<file path="config.mk">
export PLATFORM = sky130hd
export DESIGN_NAME = register_bank
export DESIGN_NICKNAME = d
export VERILOG_FILES = /design/src/rtl/register_bank.sv
export SDC_FILE = /design/constraint.sdc
export NUM_CORES = 1
export LEC_CHECK = 0
export ABC_AREA = 1
export BUFFER_PORTS_ARGS = -buffer_cell sky130_fd_sc_hd__buf_2
export CAP_MARGIN = 10
export CORE_ASPECT_RATIO = 0.7
export CORE_MARGIN = 4
export CORE_UTILIZATION = 40
export DETAILED_ROUTE_END_ITERATION = 7
export GPL_TIMING_DRIVEN = 0
export PLACE_DENSITY = 0.73
export SETUP_SLACK_MARGIN = 0.4
export SYNTH_ARGS = -nofsm -noshare
export SYNTH_HDL_FRONTEND = slang
export SYNTH_SLANG_ARGS = --single-unit
</file>
<file path="constraint.sdc">
create_clock -name clk -period 2.4 [get_ports clk]
set_clock_uncertainty 0.1 [all_clocks]
set_input_delay 0.48 -clock clk [delete_from_list [all_inputs] [get_ports clk]]
set_output_delay 0.48 -clock clk [all_outputs]
set_load 0.005 [all_outputs]
</file>
<file path="src/rtl/register_bank.sv">
// Register bank with two combinational read ports and load/inc/dec/clear writes.
// Optional same-cycle write-to-read forwarding: define REGISTER_BANK_BYPASS_EN.
module register_bank #(
  parameter int          WIDTH     = 8,
  parameter int          DEPTH     = 4,
  parameter int          ADDR_W    = 2,
  parameter int unsigned RESET_VAL = 10
) (
  input  logic              clk,
  input  logic              rst_n,
  input  logic              load,
  input  logic [1:0]        op,
  input  logic [ADDR_W-1:0] waddr,
  input  logic [WIDTH-1:0]  data,
  input  logic [ADDR_W-1:0] raddr_a,
  input  logic [ADDR_W-1:0] raddr_b,
  output logic [WIDTH-1:0]  out_a,
  output logic [WIDTH-1:0]  out_b,
  output logic              zero_a,
  output logic              carry
);

  localparam int              LP_IW    = (DEPTH > 1) ? $clog2(DEPTH) : 1;
  localparam logic [WIDTH-1:0] LP_RST  = RESET_VAL[WIDTH-1:0];
  localparam logic [WIDTH-1:0] LP_ONE  = WIDTH'(1);
  localparam logic [ADDR_W:0]  LP_DEPTH = (ADDR_W + 1)'(DEPTH);

  // Declaration initialisers give a deterministic power-up state before the first reset.
  logic [WIDTH-1:0] r_mem [DEPTH] = '{default: LP_RST};
  logic             r_carry = 1'b0;

  logic [WIDTH-1:0] w_rd_a;
  logic [WIDTH-1:0] w_rd_b;
  logic [WIDTH-1:0] w_old;
  logic [WIDTH-1:0] w_wnext;
  logic             w_cnext;
  logic             w_win;
  logic             w_wen;

  assign w_win = ({1'b0, waddr} < LP_DEPTH);
  assign w_wen = load & w_win;

  // Addresses at or beyond DEPTH never match an entry, so they read as zero.
  always_comb begin
    w_rd_a = '0;
    w_rd_b = '0;
    w_old  = '0;
    for (int unsigned i = 0; i < DEPTH; i++) begin
      if (raddr_a == i[ADDR_W-1:0]) w_rd_a = r_mem[i[LP_IW-1:0]];
      if (raddr_b == i[ADDR_W-1:0]) w_rd_b = r_mem[i[LP_IW-1:0]];
      if (waddr   == i[ADDR_W-1:0]) w_old  = r_mem[i[LP_IW-1:0]];
    end
  end

  always_comb begin
    w_wnext = w_old;
    w_cnext = r_carry;
    case (op)
      2'b00: w_wnext = data;
      2'b01: begin
        w_wnext = w_old + LP_ONE;
        w_cnext = &w_old;
      end
      2'b10: begin
        w_wnext = w_old - LP_ONE;
        w_cnext = ~|w_old;
      end
      default: w_wnext = '0;
    endcase
  end

  always_ff @(posedge clk) begin
    if (!rst_n) begin
      for (int unsigned i = 0; i < DEPTH; i++) r_mem[i[LP_IW-1:0]] <= LP_RST;
      r_carry <= 1'b0;
    end else if (w_wen) begin
      for (int unsigned i = 0; i < DEPTH; i++) begin
        if (waddr == i[ADDR_W-1:0]) r_mem[i[LP_IW-1:0]] <= w_wnext;
      end
      r_carry <= w_cnext;
    end
  end

`ifdef REGISTER_BANK_BYPASS_EN
  logic w_byp;
  assign w_byp = load & rst_n & (op == 2'b00) & w_win;
  assign out_a = (w_byp && (raddr_a == waddr)) ? data : w_rd_a;
  assign out_b = (w_byp && (raddr_b == waddr)) ? data : w_rd_b;
`else
  assign out_a = w_rd_a;
  assign out_b = w_rd_b;
`endif

  assign zero_a = (out_a == '0);
  assign carry  = r_carry;

endmodule

</file>
==> flow_summary.yaml <==
placement:
  gp_congestion: 0.935
  dp_slack_ps: -542
  place.detailed.hpwl_um: 5750
  io_buffers: 35
grt:
  first_global_vias: 2239
  grt_pass1_wl_um: 11500
  grt_max_degree: 13
  use_met3_pct: 5.76
  antenna_found_initial: 0
  gr-usage-met2_pct: 29.5
  grt_overflow: 0
  busiest_layer: "met1"
  grt_use_total_pct: 20.8
  grt_use_met1_pct: 31.5
setup_path:
  path_class: "input port to flop"
  arrival_ps: 2340
  required_ps: 2350
  rr_worst_depth: 14
  start_kind: "input port"
  end_kind: "flop"
  cp_max_fo: 8
power_and_ir_drop:
  pwr-share-seq_pct: 37.0
  p_leak_nw: 1.45
  power_density_nw_per_um2: 555
  intPower_mw: 1.29
  combPwrFrac_pct: 28.2
  clockPowerShare_pct: 34.8
  swShare_pct: 30.1
  peakVddDrop_mv: 0.299
  switching_power_mw: 0.558
floorplan:
  fp.dieH_um: 72.2
  die_x_um: 99.8
  coreArea_um2: 5730
  die_area_um2: 7200
  initial_utilization_pct: 41.2
  rows: 23
  ios: 37
synth:
  syn-cell-area_um2: 2360
  synth_area_leaders: "edfxtp_1 (41%), nand2_1 (15%), nor2_1 (7.2%)"
  syn_inst: 321
  synth.distinct_cells: 29
  synth_edf_count: 32
  synthFlopType: "edfxtp_1"
  synthesis.nets: 350
  synth_top_cell_by_area: "edfxtp_1"
  ys_seq_area_share_pct: 41.6
  postSynthAreaPerCell_um2: 7.34
  netlist_top_cells_count: "nand2_1 (93), nor2_1 (45), inv_1 (44), edfxtp_1 (32), o21ai_0 (28)"
  ys.warnings.count: 0
  yosys_register_bits: 33
  ys_async_sr_fraction_pct: 0
  synth.most_common_cell: "nand2_1"
  synth_top_area_share_pct: 40.8
worst_hold_path:
  hold_path.class: "input port to flop"
  min_path_cells: 3
drt:
  num_vias: 2553
  drc: 0
  ant_nets: 0
  drt_iter0_markers: 326
  first_pass_iters: 5
  routed_via_density: 5.50
  wirelength_um: 7760
  routedWlPerCell_um: 16.7
timing:
  maxSlewViolCount: 0
  tightest_slew_ps: 903
  min_period_ps: 2390
  setup_tns_ps: 0
  hold_viol_final: 0
  whs_ps: 383
  setup_ws_ps: 12.8
  rsz0062_at_grt: "true"
  fmax_mhz: 419
  fin_crit_sh_pct: 99.5
  finalSetupViolations: 0
  maxSlewHeadroom_pct: 39.4
clock_tree:
  clk_latency_ps: 300
  cts_buffers: 5
  cts-root-buf: "clkbuf_8"
  cts_max_level: 2
  postCtsHoldBufs: 0
  cts.sinks: 33
  clk_pin_slew_ps: 70
  cts.path.max_buffers: 2
  cts_tree: "done"
status:
  status: "complete, no violations"
layout:
  multi_input_area_um2: 1510
  layout-drive-gt1-share_pct: 39.3
  synthToLayoutAreaGrowth_pct: 41.7
  num-nets-final: 417
  final_util_pct: 58.3
  regArea_um2: 981
  diodes: 0
  nFillCells: 515
job:
  cap_violations: 0
[stage by stage]
step	power (mW)	std cells	instance area, um^2
2_1_floorplan	0.942	321	2430
3_3_place_gp	1.07	431	2700
3_5_place_dp	1.07	432	2700
4_1_cts	1.75	446	2990
5_1_grt	1.94	464	3340
6_report	1.85	464	3340
[power groups by stage]
stage / Sequential, mW / Combinational, mW / Clock (mW)
2_1_floorplan: 0.687 / 0.255 / 0
3_3_place_gp: 0.697 / 0.369 / 0
3_5_place_dp: 0.698 / 0.377 / 0
4_1_cts: 0.684 / 0.417 / 0.650
5_1_grt: 0.687 / 0.571 / 0.680
6_report: 0.685 / 0.523 / 0.645
[worst paths after layout]
check | startpoint | endpoint | slack (ps)
worst max-delay path | waddr[1] | r_mem[1][5]$_SDFFCE_PN0P_ | 10
worst min-delay path | rst_n | carry$_SDFFE_PN0P_ | 380
worst min register to register | carry$_SDFFE_PN0P_ | carry$_SDFFE_PN0P_ | 460
worst max register to register | r_mem[1][3]$_SDFFCE_PN1P_ | r_mem[1][5]$_SDFFCE_PN0P_ | 30
[sequential cells by signal (all words and copies together), names as in the netlist]
signal	flops
carry	1
r_mem	32
[logic make-up (layout without fill, tap and decap cells)]
logic type / Yosys count / in the layout / share of synthesized area, %
fa+ha+maj: 10 / 10 / 5.63
simple gates: 162 / 162 / 27.4
compound gates: 68 / 68 / 17.4
buf+inv: 48 / 116 / 8.01
flops: 33 / 33 / 41.6
[final cells by class]
class,count,share of cell area (%)
Timing Repair Buffer,60,12.2
Buffer,3,0.862
Clock buffer,5,2.06
Inverter,45,5.51
Sequential cell,33,29.4
Tap cell,75,2.81
Clock inverter,3,2.06
Multi-Input combinational cell,240,45.1
[worst max-delay path: stages]
cell     delay [ps]
buf_8           120
inv_6            60
nor2_4          160
nand2_2          80
a22oi_2         210
inv_2            70
ha_4            230
a21o_1          180
a21oi_2         150
nand2_2          90
or2_1           230
nand3_2          70
nand2_2          60
nand2_4         100
nor2_2           40
[timing repair]
item	CTS	global route
setup endpoints to repair	69	40
pin swaps	11	28
gates resized for setup	34	77
setup buffers	6	17
[routing by layer]
metal / part of all wire (%) / wire [um] / vias up
li1: - / - / 1219
met3: 12 / 908 / 10
met5: 0 / 0 / -
met2: 42 / 3290 / 146
met4: 0.88 / 68 / 0
met1: 45 / 3490 / 1178
[cells in the final DEF, fill, tap and decap left out, drive strengths merged]
cell,synthesis,final
inv,45,46
fa,1,1
a21oi,12,12
buf,2,61
clkbuf,1,7
o21ai,31,31
o2111ai,5,5
nand3,13,13
a21o,1,1
a32o,1,1
edfxtp,32,32
nor3,5,5
nand2,94,94
or2,3,3
nor4,1,1
o22ai,8,8
a22o,2,2
o21bai,1,1
ha,9,9
dfxtp,1,1
a22oi,3,3
a221oi,4,4
bufinv,0,2
nor2,46,46
Note: power is estimated with default switching activity, not from simulation.
